### src/rtl/spi_seq_pkg.sv
`default_nettype none
// ============================================================================
//  Module      : spi_seq_pkg
//  Description : Shared definitions for the SPI poll sequencer: FSM state
//                encoding and width helper functions for index/counter sizing.
//  Contents    : state_t, c_ST_* state codes, seq_clog2(), seq_width()
//  Revision    : 1.0 - initial release
// ============================================================================
package spi_seq_pkg;

    typedef logic [2:0] state_t;

    localparam state_t c_ST_IDLE       = 3'd0;
    localparam state_t c_ST_SELECT     = 3'd1;
    localparam state_t c_ST_LOAD       = 3'd2;
    localparam state_t c_ST_START_HI   = 3'd3;
    localparam state_t c_ST_WAIT_BUSY  = 3'd4;
    localparam state_t c_ST_WAIT_VALID = 3'd5;
    localparam state_t c_ST_GAP        = 3'd6;

    // Ceiling log2: number of bits needed to count 0..value-1.
    function automatic int seq_clog2(input int value);
        int width;
        width = 0;
        for (int i = 0; i < 31; i++) begin
            if ((1 << i) < value) width = i + 1;
        end
        return width;
    endfunction

    // Same as seq_clog2 but never narrower than one bit, so a depth of 1
    // still yields a legal (constant-zero) register.
    function automatic int seq_width(input int value);
        int width;
        width = seq_clog2(value);
        return (width < 1) ? 1 : width;
    endfunction

endpackage
`default_nettype wire

### src/rtl/spi_seq_timer.sv
`default_nettype none
// ============================================================================
//  Module      : spi_seq_timer
//  Description : Loadable down-counter that saturates at zero. The zero flag
//                marks the last cycle of a period loaded as (length - 1).
//  Ports       : clk, rst_n        clock, synchronous active-low reset
//                load, load_val    reload the counter (load wins over count)
//                zero              count has reached zero
//  Revision    : 1.0 - initial release
// ============================================================================
module spi_seq_timer #(
    parameter int WIDTH = 8
) (
    input  logic             clk,
    input  logic             rst_n,
    input  logic             load,
    input  logic [WIDTH-1:0] load_val,
    output logic             zero
);

    logic [WIDTH-1:0] count_q;
    logic [WIDTH-1:0] count_d;

    always_comb begin
        count_d = count_q;
        if (load) begin
            count_d = load_val;
        end else if (count_q != '0) begin
            count_d = count_q - WIDTH'(1);
        end
    end

    always_ff @(posedge clk) begin
        if (!rst_n) begin
            count_q <= '0;
        end else begin
            count_q <= count_d;
        end
    end

    assign zero = (count_q == '0);

endmodule
`default_nettype wire

### src/rtl/spi_poll_sequencer.sv
`default_nettype none
// ============================================================================
//  Module      : spi_poll_sequencer
//  Description : Sequencer upstream of an SPI master. Polls a table of command
//                words round-robin, stores each reply in a result bank, and
//                interleaves host write transfers between polls. A stalled
//                master is detected by a per-transfer timeout.
//  Ports       : clk, rst_n            clock, synchronous active-low reset
//                EN                    run enable; low parks the FSM in IDLE
//                CMD_WORDS             command table, entry i at [i*W +: W]
//                WR_REQ/WR_DATA        host write request (level) and word
//                WR_ACK/WR_RESP        write done pulse and its reply word
//                SPI_START/SPI_DATA_IN to the SPI master
//                SPI_BUSY/SPI_VALID/SPI_DATA_OUT from the SPI master
//                RESULT_WORDS          reply bank, entry i at [i*W +: W]
//                RESULT_FRESH          per-entry captured-this-sweep flags
//                SWEEP_DONE            pulse after the last entry is captured
//                TIMEOUT_ERR           sticky stalled-master flag
//  Revision    : 1.0 - initial release
// ============================================================================
module spi_poll_sequencer
    import spi_seq_pkg::*;
#(
    parameter int DATA_BIT_WIDTH = 16,
    parameter int NUM_REGS       = 4,
    parameter int GAP_CYCLES     = 32,
    parameter int START_HOLD     = 4,
    parameter int TIMEOUT_CYCLES = 1024
) (
    input  logic                               clk,
    input  logic                               rst_n,
    input  logic                               EN,
    input  logic [NUM_REGS*DATA_BIT_WIDTH-1:0] CMD_WORDS,
    input  logic                               WR_REQ,
    input  logic [DATA_BIT_WIDTH-1:0]          WR_DATA,
    output logic                               WR_ACK,
    output logic [DATA_BIT_WIDTH-1:0]          WR_RESP,
    output logic                               SPI_START,
    output logic [DATA_BIT_WIDTH-1:0]          SPI_DATA_IN,
    input  logic                               SPI_BUSY,
    input  logic                               SPI_VALID,
    input  logic [DATA_BIT_WIDTH-1:0]          SPI_DATA_OUT,
    output logic [NUM_REGS*DATA_BIT_WIDTH-1:0] RESULT_WORDS,
    output logic [NUM_REGS-1:0]                RESULT_FRESH,
    output logic                               SWEEP_DONE,
    output logic                               TIMEOUT_ERR
);

    localparam int c_W     = DATA_BIT_WIDTH;
    localparam int c_IDX_W = seq_width(NUM_REGS);
    localparam int c_GAP_W = seq_width((GAP_CYCLES > START_HOLD) ? GAP_CYCLES : START_HOLD);
    localparam int c_TMO_W = seq_width(TIMEOUT_CYCLES);
    localparam logic [c_IDX_W-1:0] c_LAST_IDX = c_IDX_W'(NUM_REGS - 1);

    state_t               state_q,    state_d;
    logic                 start_q,    start_d;
    logic [c_W-1:0]       data_in_q,  data_in_d;
    logic                 is_write_q, is_write_d;
    logic [c_W-1:0]       wr_word_q,  wr_word_d;
    logic [c_IDX_W-1:0]   idx_q,      idx_d;
    logic [NUM_REGS-1:0]  fresh_q,    fresh_d;
    logic [c_W-1:0]       result_q    [NUM_REGS];
    logic [c_W-1:0]       result_d    [NUM_REGS];
    logic [c_W-1:0]       wr_resp_q,  wr_resp_d;
    logic                 wr_ack_q,   wr_ack_d;
    logic                 sweep_q,    sweep_d;
    logic                 tmo_err_q,  tmo_err_d;
    logic                 valid_prev_q;

    logic [c_W-1:0]       w_cmd_word;
    logic [c_IDX_W-1:0]   w_idx_next;
    logic                 w_valid_rise;
    logic                 w_gap_load;
    logic [c_GAP_W-1:0]   w_gap_val;
    logic                 w_gap_zero;
    logic                 w_tmo_load;
    logic                 w_tmo_zero;

    assign w_cmd_word   = CMD_WORDS[int'(idx_q) * c_W +: c_W];
    assign w_idx_next   = (idx_q == c_LAST_IDX) ? '0 : idx_q + c_IDX_W'(1);
    // SPI_VALID stays high between transfers, so only a fresh 0->1 edge is a reply.
    assign w_valid_rise = SPI_VALID & ~valid_prev_q;

    // One timer paces both the START pulse width and the inter-transfer gap;
    // the two never overlap in time.
    spi_seq_timer #(.WIDTH(c_GAP_W)) u_gap_timer (
        .clk      (clk),
        .rst_n    (rst_n),
        .load     (w_gap_load),
        .load_val (w_gap_val),
        .zero     (w_gap_zero)
    );

    spi_seq_timer #(.WIDTH(c_TMO_W)) u_tmo_timer (
        .clk      (clk),
        .rst_n    (rst_n),
        .load     (w_tmo_load),
        .load_val (c_TMO_W'(TIMEOUT_CYCLES - 1)),
        .zero     (w_tmo_zero)
    );

    always_comb begin
        state_d    = state_q;
        data_in_d  = data_in_q;
        is_write_d = is_write_q;
        wr_word_d  = wr_word_q;
        idx_d      = idx_q;
        fresh_d    = sweep_q ? '0 : fresh_q;
        result_d   = result_q;
        wr_resp_d  = wr_resp_q;
        wr_ack_d   = 1'b0;
        sweep_d    = 1'b0;
        tmo_err_d  = tmo_err_q;
        w_gap_load = 1'b0;
        w_gap_val  = '0;

        if (!EN) begin
            // Abort without capture; poll position, fresh flags, the result
            // bank and the sticky error survive so EN=1 resumes the sweep.
            state_d    = c_ST_IDLE;
            data_in_d  = '0;
            is_write_d = 1'b0;
            wr_resp_d  = '0;
        end else begin
            case (state_q)
                c_ST_IDLE:   state_d = c_ST_SELECT;
                c_ST_SELECT: begin
                    is_write_d = WR_REQ;
                    if (WR_REQ) wr_word_d = WR_DATA;
                    state_d = c_ST_LOAD;
                end
                c_ST_LOAD: begin
                    data_in_d = is_write_q ? wr_word_q : w_cmd_word;
                    state_d   = c_ST_START_HI;
                end
                c_ST_START_HI: if (w_gap_zero) state_d = c_ST_WAIT_BUSY;
                c_ST_WAIT_BUSY: begin
                    if (SPI_BUSY) begin
                        state_d = c_ST_WAIT_VALID;
                    end else if (w_tmo_zero) begin
                        tmo_err_d = 1'b1;
                        state_d   = c_ST_GAP;
                    end
                end
                c_ST_WAIT_VALID: begin
                    if (w_valid_rise) begin
                        if (is_write_q) begin
                            wr_resp_d = SPI_DATA_OUT;
                            wr_ack_d  = 1'b1;
                        end else begin
                            result_d[idx_q] = SPI_DATA_OUT;
                            fresh_d[idx_q]  = 1'b1;
                            idx_d           = w_idx_next;
                            sweep_d         = (idx_q == c_LAST_IDX);
                        end
                        state_d = c_ST_GAP;
                    end else if (w_tmo_zero) begin
                        tmo_err_d = 1'b1;
                        state_d   = c_ST_GAP;
                    end
                end
                c_ST_GAP: if (w_gap_zero) state_d = c_ST_SELECT;
                default:  state_d = c_ST_IDLE;
            endcase
        end

        // Timers are armed on state entry with (length - 1) so zero flags the
        // final cycle of the period.
        if ((state_d == c_ST_START_HI) && (state_q != c_ST_START_HI)) begin
            w_gap_load = 1'b1;
            w_gap_val  = c_GAP_W'(START_HOLD - 1);
        end else if ((state_d == c_ST_GAP) && (state_q != c_ST_GAP)) begin
            w_gap_load = 1'b1;
            w_gap_val  = c_GAP_W'(GAP_CYCLES - 1);
        end
        w_tmo_load = (state_d == c_ST_START_HI) && (state_q != c_ST_START_HI);

        // Registered so START is high exactly for the cycles spent in START_HI.
        start_d = (state_d == c_ST_START_HI);
    end

    always_ff @(posedge clk) begin
        if (!rst_n) begin
            state_q      <= c_ST_IDLE;
            start_q      <= 1'b0;
            data_in_q    <= '0;
            is_write_q   <= 1'b0;
            wr_word_q    <= '0;
            idx_q        <= '0;
            fresh_q      <= '0;
            wr_resp_q    <= '0;
            wr_ack_q     <= 1'b0;
            sweep_q      <= 1'b0;
            tmo_err_q    <= 1'b0;
            valid_prev_q <= 1'b0;
            for (int i = 0; i < NUM_REGS; i++) result_q[i] <= '0;
        end else begin
            state_q      <= state_d;
            start_q      <= start_d;
            data_in_q    <= data_in_d;
            is_write_q   <= is_write_d;
            wr_word_q    <= wr_word_d;
            idx_q        <= idx_d;
            fresh_q      <= fresh_d;
            wr_resp_q    <= wr_resp_d;
            wr_ack_q     <= wr_ack_d;
            sweep_q      <= sweep_d;
            tmo_err_q    <= tmo_err_d;
            valid_prev_q <= SPI_VALID;
            result_q     <= result_d;
        end
    end

    for (genvar gi = 0; gi < NUM_REGS; gi++) begin : g_result_flat
        assign RESULT_WORDS[gi*c_W +: c_W] = result_q[gi];
    end

    assign SPI_START    = start_q;
    assign SPI_DATA_IN  = data_in_q;
    assign WR_ACK       = wr_ack_q;
    assign WR_RESP      = wr_resp_q;
    assign RESULT_FRESH = fresh_q;
    assign SWEEP_DONE   = sweep_q;
    assign TIMEOUT_ERR  = tmo_err_q;

endmodule
`default_nettype wire
### config.mk
export PLATFORM = sky130hd
export DESIGN_NAME = spi_poll_sequencer
export DESIGN_NICKNAME = d
export VERILOG_FILES = /design/src/rtl/spi_seq_pkg.sv /design/src/rtl/spi_seq_timer.sv /design/src/rtl/spi_poll_sequencer.sv
export SDC_FILE = /design/constraint.sdc
export NUM_CORES = 1
export LEC_CHECK = 0
export CORE_MARGIN = 5
export CORE_UTILIZATION = 45
export CTS_CLUSTER_SIZE = 28
export DETAILED_ROUTE_END_ITERATION = 12
export PLACE_DENSITY = 0.87
export SLEW_MARGIN = 20
export SYNTH_ARGS = -nofsm -noshare
export SYNTH_HDL_FRONTEND = slang
export SYNTH_HIERARCHICAL = 1
export SYNTH_SLANG_ARGS = --single-unit
### constraint.sdc
create_clock -name clk -period 3.8 [get_ports clk]
set_input_delay 0.95 -clock clk [delete_from_list [all_inputs] [get_ports clk]]
set_output_delay 0.95 -clock clk [all_outputs]
set_load 0.01 [all_outputs]
==> impl_metrics.yaml <==
logic_synthesis:
  ys_ff_latch: 142
  avgSynthCellArea_um2: 9.506
  async_reset_ff_share_pct: 0
  ys_dominant_reg_cell: "dfxtp_1"
  synth_cell_types: 54
  netlist_instances: 671
  ys_seq_area_share_pct: 44.57
  synth_edf_count: 0
  yosys_warnings: 6
  syn_area_um2: 6379
timing:
  fin_skew_ns: 0.008785
  finalCriticalPeriod_ns: 3.098
  worst_slew_pin_slew_ns: 0.7649
  fmax_mhz: 322.8
  timing.setup.tns_ns: 0
  hold_ws_ns: 0.4515
  finalSetupViolations: 0
  rsz0062_at_grt: "false"
  maxSlewViolCount: 0
  min_period_over_period_pct: 81.53
  hold_viol: 0
  max_slew_margin_pct: 48.94
power:
  power.density_nw_per_um2: 440.6
  power_leakage_nw: 3.178
  power.total_w: 0.004017
  peakVddDrop_mv: 0.3638
final_layout:
  fin_nets: 978
  fin_area_um2: 9119
  layout_common_cells: "clkdlybuf4s50_1, dfxtp_1, mux2i_1"
  syn_to_final_growth_pct: 42.96
  final_common_cell: "clkdlybuf4s50_1"
  layout-drive-gt1-share_pct: 6.470
clock_network:
  clk-insertion-delay-late_ns: 0.42
  cts_sinks: 142
  htree_levels: 4
  clk_pin_slew_ns: 0.06
  cts_setup_buffers: 0
  clk_path_buf_depth: 2
  cts_tree: "yes"
  cts-resized-gates: 0
  root_buffer: "clkbuf_16"
  numCtsBuffers: 17
  hold_buffers: 0
floorplan:
  initial_core_util_pct: 45.95
  io_pins: 206
  die-height_um: 129.1
  die_x_um: 129.1
  core_area_um2: 13880
  rows: 43
  die-area_um2: 16660
job:
  maxCapViolCount: 0
critical_path:
  required_ns: 4.11
  cp_slowest_cell: "or4b_4"
  crit_path_end_kind: "flop"
  path_delay_family: "compound AO/OA/AOI/OAI gates"
  cp_common_cell: "buf_4"
  path_max_fanout: 9
  cp.arrival_ns: 3.41
  crit_chain: "inv_1 > ha_1 > or4b_4 > nor3_4 > buf_4 > nor2b_1 > o311a_1 > a2111oi_2 > buf_4 > nor3b_2 > a32o_1"
  max_stage_delay_ns: 0.54
  crit_type: "reg2reg"
  crit_buf_inv: 3
  crit_path_start_kind: "flop"
status:
  status: "finished clean"
hold_path:
  hold_class: "reg2reg"
detailed_routing:
  drt_pre_antenna_iters: 5
  initialDrtViolationCount: 377
  via_per_inst: 5.234
  vias: 5559
  ant_nets: 0
  routed_wl_mm: 18.79
  wl_per_cell_um: 17.69
  drcViolationCount: 0
global_route:
  overflow: 0
  grt_pass1_wl_mm: 29.08
  grt_antenna_before_repair: 1
  grt_max_degree: 53
  first_global_vias: 5507
  grt.total_usage_pct: 22.13
placement:
  place_congestion: 0.8475
  io_buffer_count: 205
  placed_cell_area_um2: 8513
  dp_hpwl_mm: 13.39
## final cells by class
class	instances	area, um2
clock inverter	11	157.7
multi-input combinational	479	3252
fill	1125	4762
timing repair buffer	216	2142
clock buffer	19	442.9
antenna	1	2.502
inverter	14	52.55
tap	180	225.2
sequential	142	2844
## cells by family (layout without fill, tap and decap cells)
logic type / Yosys count / count (layout) / synth area share, %
and+or+nand+nor: 269 / 269 / 21.89
DFF: 142 / 142 / 44.57
muxes: 115 / 115 / 18.07
AOI/OAI and AO/OA: 75 / 75 / 8.670
buffers and inverters: 59 / 260 / 5.021
adders and majority gates: 6 / 6 / 1.177
xor gates and xnor gates: 4 / 4 / 0.5493
other: 1 / 11 / 0.05879
## flip-flops by register name, summed over array words and instances, names as in the netlist
register / count
RESULT_FRESH: 4
RESULT_WORDS: 64
SPI_DATA_IN: 16
SPI_START: 1
SWEEP_DONE: 1
TIMEOUT_ERR: 1
WR_ACK: 1
WR_RESP: 16
idx_q: 2
is_write_q: 1
state_q: 3
u_gap_timer/count_q: 5
u_tmo_timer/count_q: 10
valid_prev_q: 1
wr_word_q: 16
## path summary, 6_finish.rpt
kind / startpoint / end / slack (ns) / cells past startpoint
setup / recovery: u_tmo_timer/count_q[0]$_SDFFE_PN0P_ / u_tmo_timer/count_q[5]$_SDFFE_PN0P_ / 0.70 / 11
hold reg to reg: RESULT_WORDS[0]$_SDFFE_PN0P_ / RESULT_WORDS[0]$_SDFFE_PN0P_ / 0.45 / 2
hold / removal: RESULT_WORDS[0]$_SDFFE_PN0P_ / RESULT_WORDS[0]$_SDFFE_PN0P_ / 0.45 / 2
setup reg to reg: u_tmo_timer/count_q[0]$_SDFFE_PN0P_ / u_tmo_timer/count_q[5]$_SDFFE_PN0P_ / 0.70 / 11
## layer usage
metal	GRT usage, %	up-vias	routed length (um)
met4	6.609	0	268
li1	-	2707	-
met2	37.87	172	9541
met3	6.719	25	1341
met5	0	-	0
met1	26.88	2655	7635
## synthesized netlist by cell type (2+ instances only)
| cell type | n | area (um2) |
|---|---|---|
| a21boi_1 | 17 | 127.6 |
| and3_1 | 5 | 31.28 |
| nor3_1 | 20 | 100.1 |
| buf_8 | 3 | 45.04 |
| dfxtp_1 | 142 | 2843 |
| o21ai_0 | 11 | 55.05 |
| nor4_1 | 2 | 12.51 |
| or4_1 | 3 | 22.52 |
| ha_1 | 6 | 75.07 |
| or4b_2 | 2 | 20.02 |
| nand2_1 | 66 | 247.7 |
| nor3b_2 | 2 | 25.02 |
| xnor2_1 | 2 | 17.52 |
| o221ai_1 | 17 | 148.9 |
| o21a_1 | 4 | 30.03 |
| o311ai_0 | 2 | 17.52 |
| clkbuf_1 | 22 | 82.58 |
| nand3_1 | 13 | 65.06 |
| nor2b_1 | 69 | 431.7 |
| inv_1 | 13 | 48.80 |
| and2_1 | 4 | 25.02 |
| a32o_1 | 2 | 20.02 |
| nand4_1 | 4 | 25.02 |
| buf_6 | 6 | 67.56 |
| a21oi_1 | 11 | 55.05 |
| o31ai_1 | 2 | 15.01 |
| buf_2 | 13 | 65.06 |
| xor2_1 | 2 | 17.52 |
| nand2b_1 | 5 | 31.28 |
| mux2i_1 | 114 | 1141 |
| nor2_1 | 64 | 240.2 |
## power by group
part / switching (W) / leakage, nW / internal [W]
Combinational: 0.000324 / 1.74 / 0.000344
Clock: 0.000653 / 0.292 / 0.00105
Sequential: 0.0000837 / 1.15 / 0.00156
## worst reg2reg max path, cell delays in order, from the launching register on
cell and delay (ns):
dfxtp_1 0.33, inv_1 0.06, ha_1 0.18, or4b_4 0.54
nor3_4 0.17, buf_4 0.18, nor2b_1 0.07, o311a_1 0.37
a2111oi_2 0.51, buf_4 0.28, nor3b_2 0.07, a32o_1 0.21
## through the flow
stage | worst slack [ns] | util, % | instances
floorplan | 1.068 | - | 680
global placement | 0.6770 | 61.33 | 1031
detailed placement | 0.5947 | 61.33 | 1031
CTS | 0.7348 | 65.66 | 1061
global route | 0.4663 | 65.69 | 1062
finish | 0.7020 | 65.69 | 1062
(Power assumes the default switching activity.)
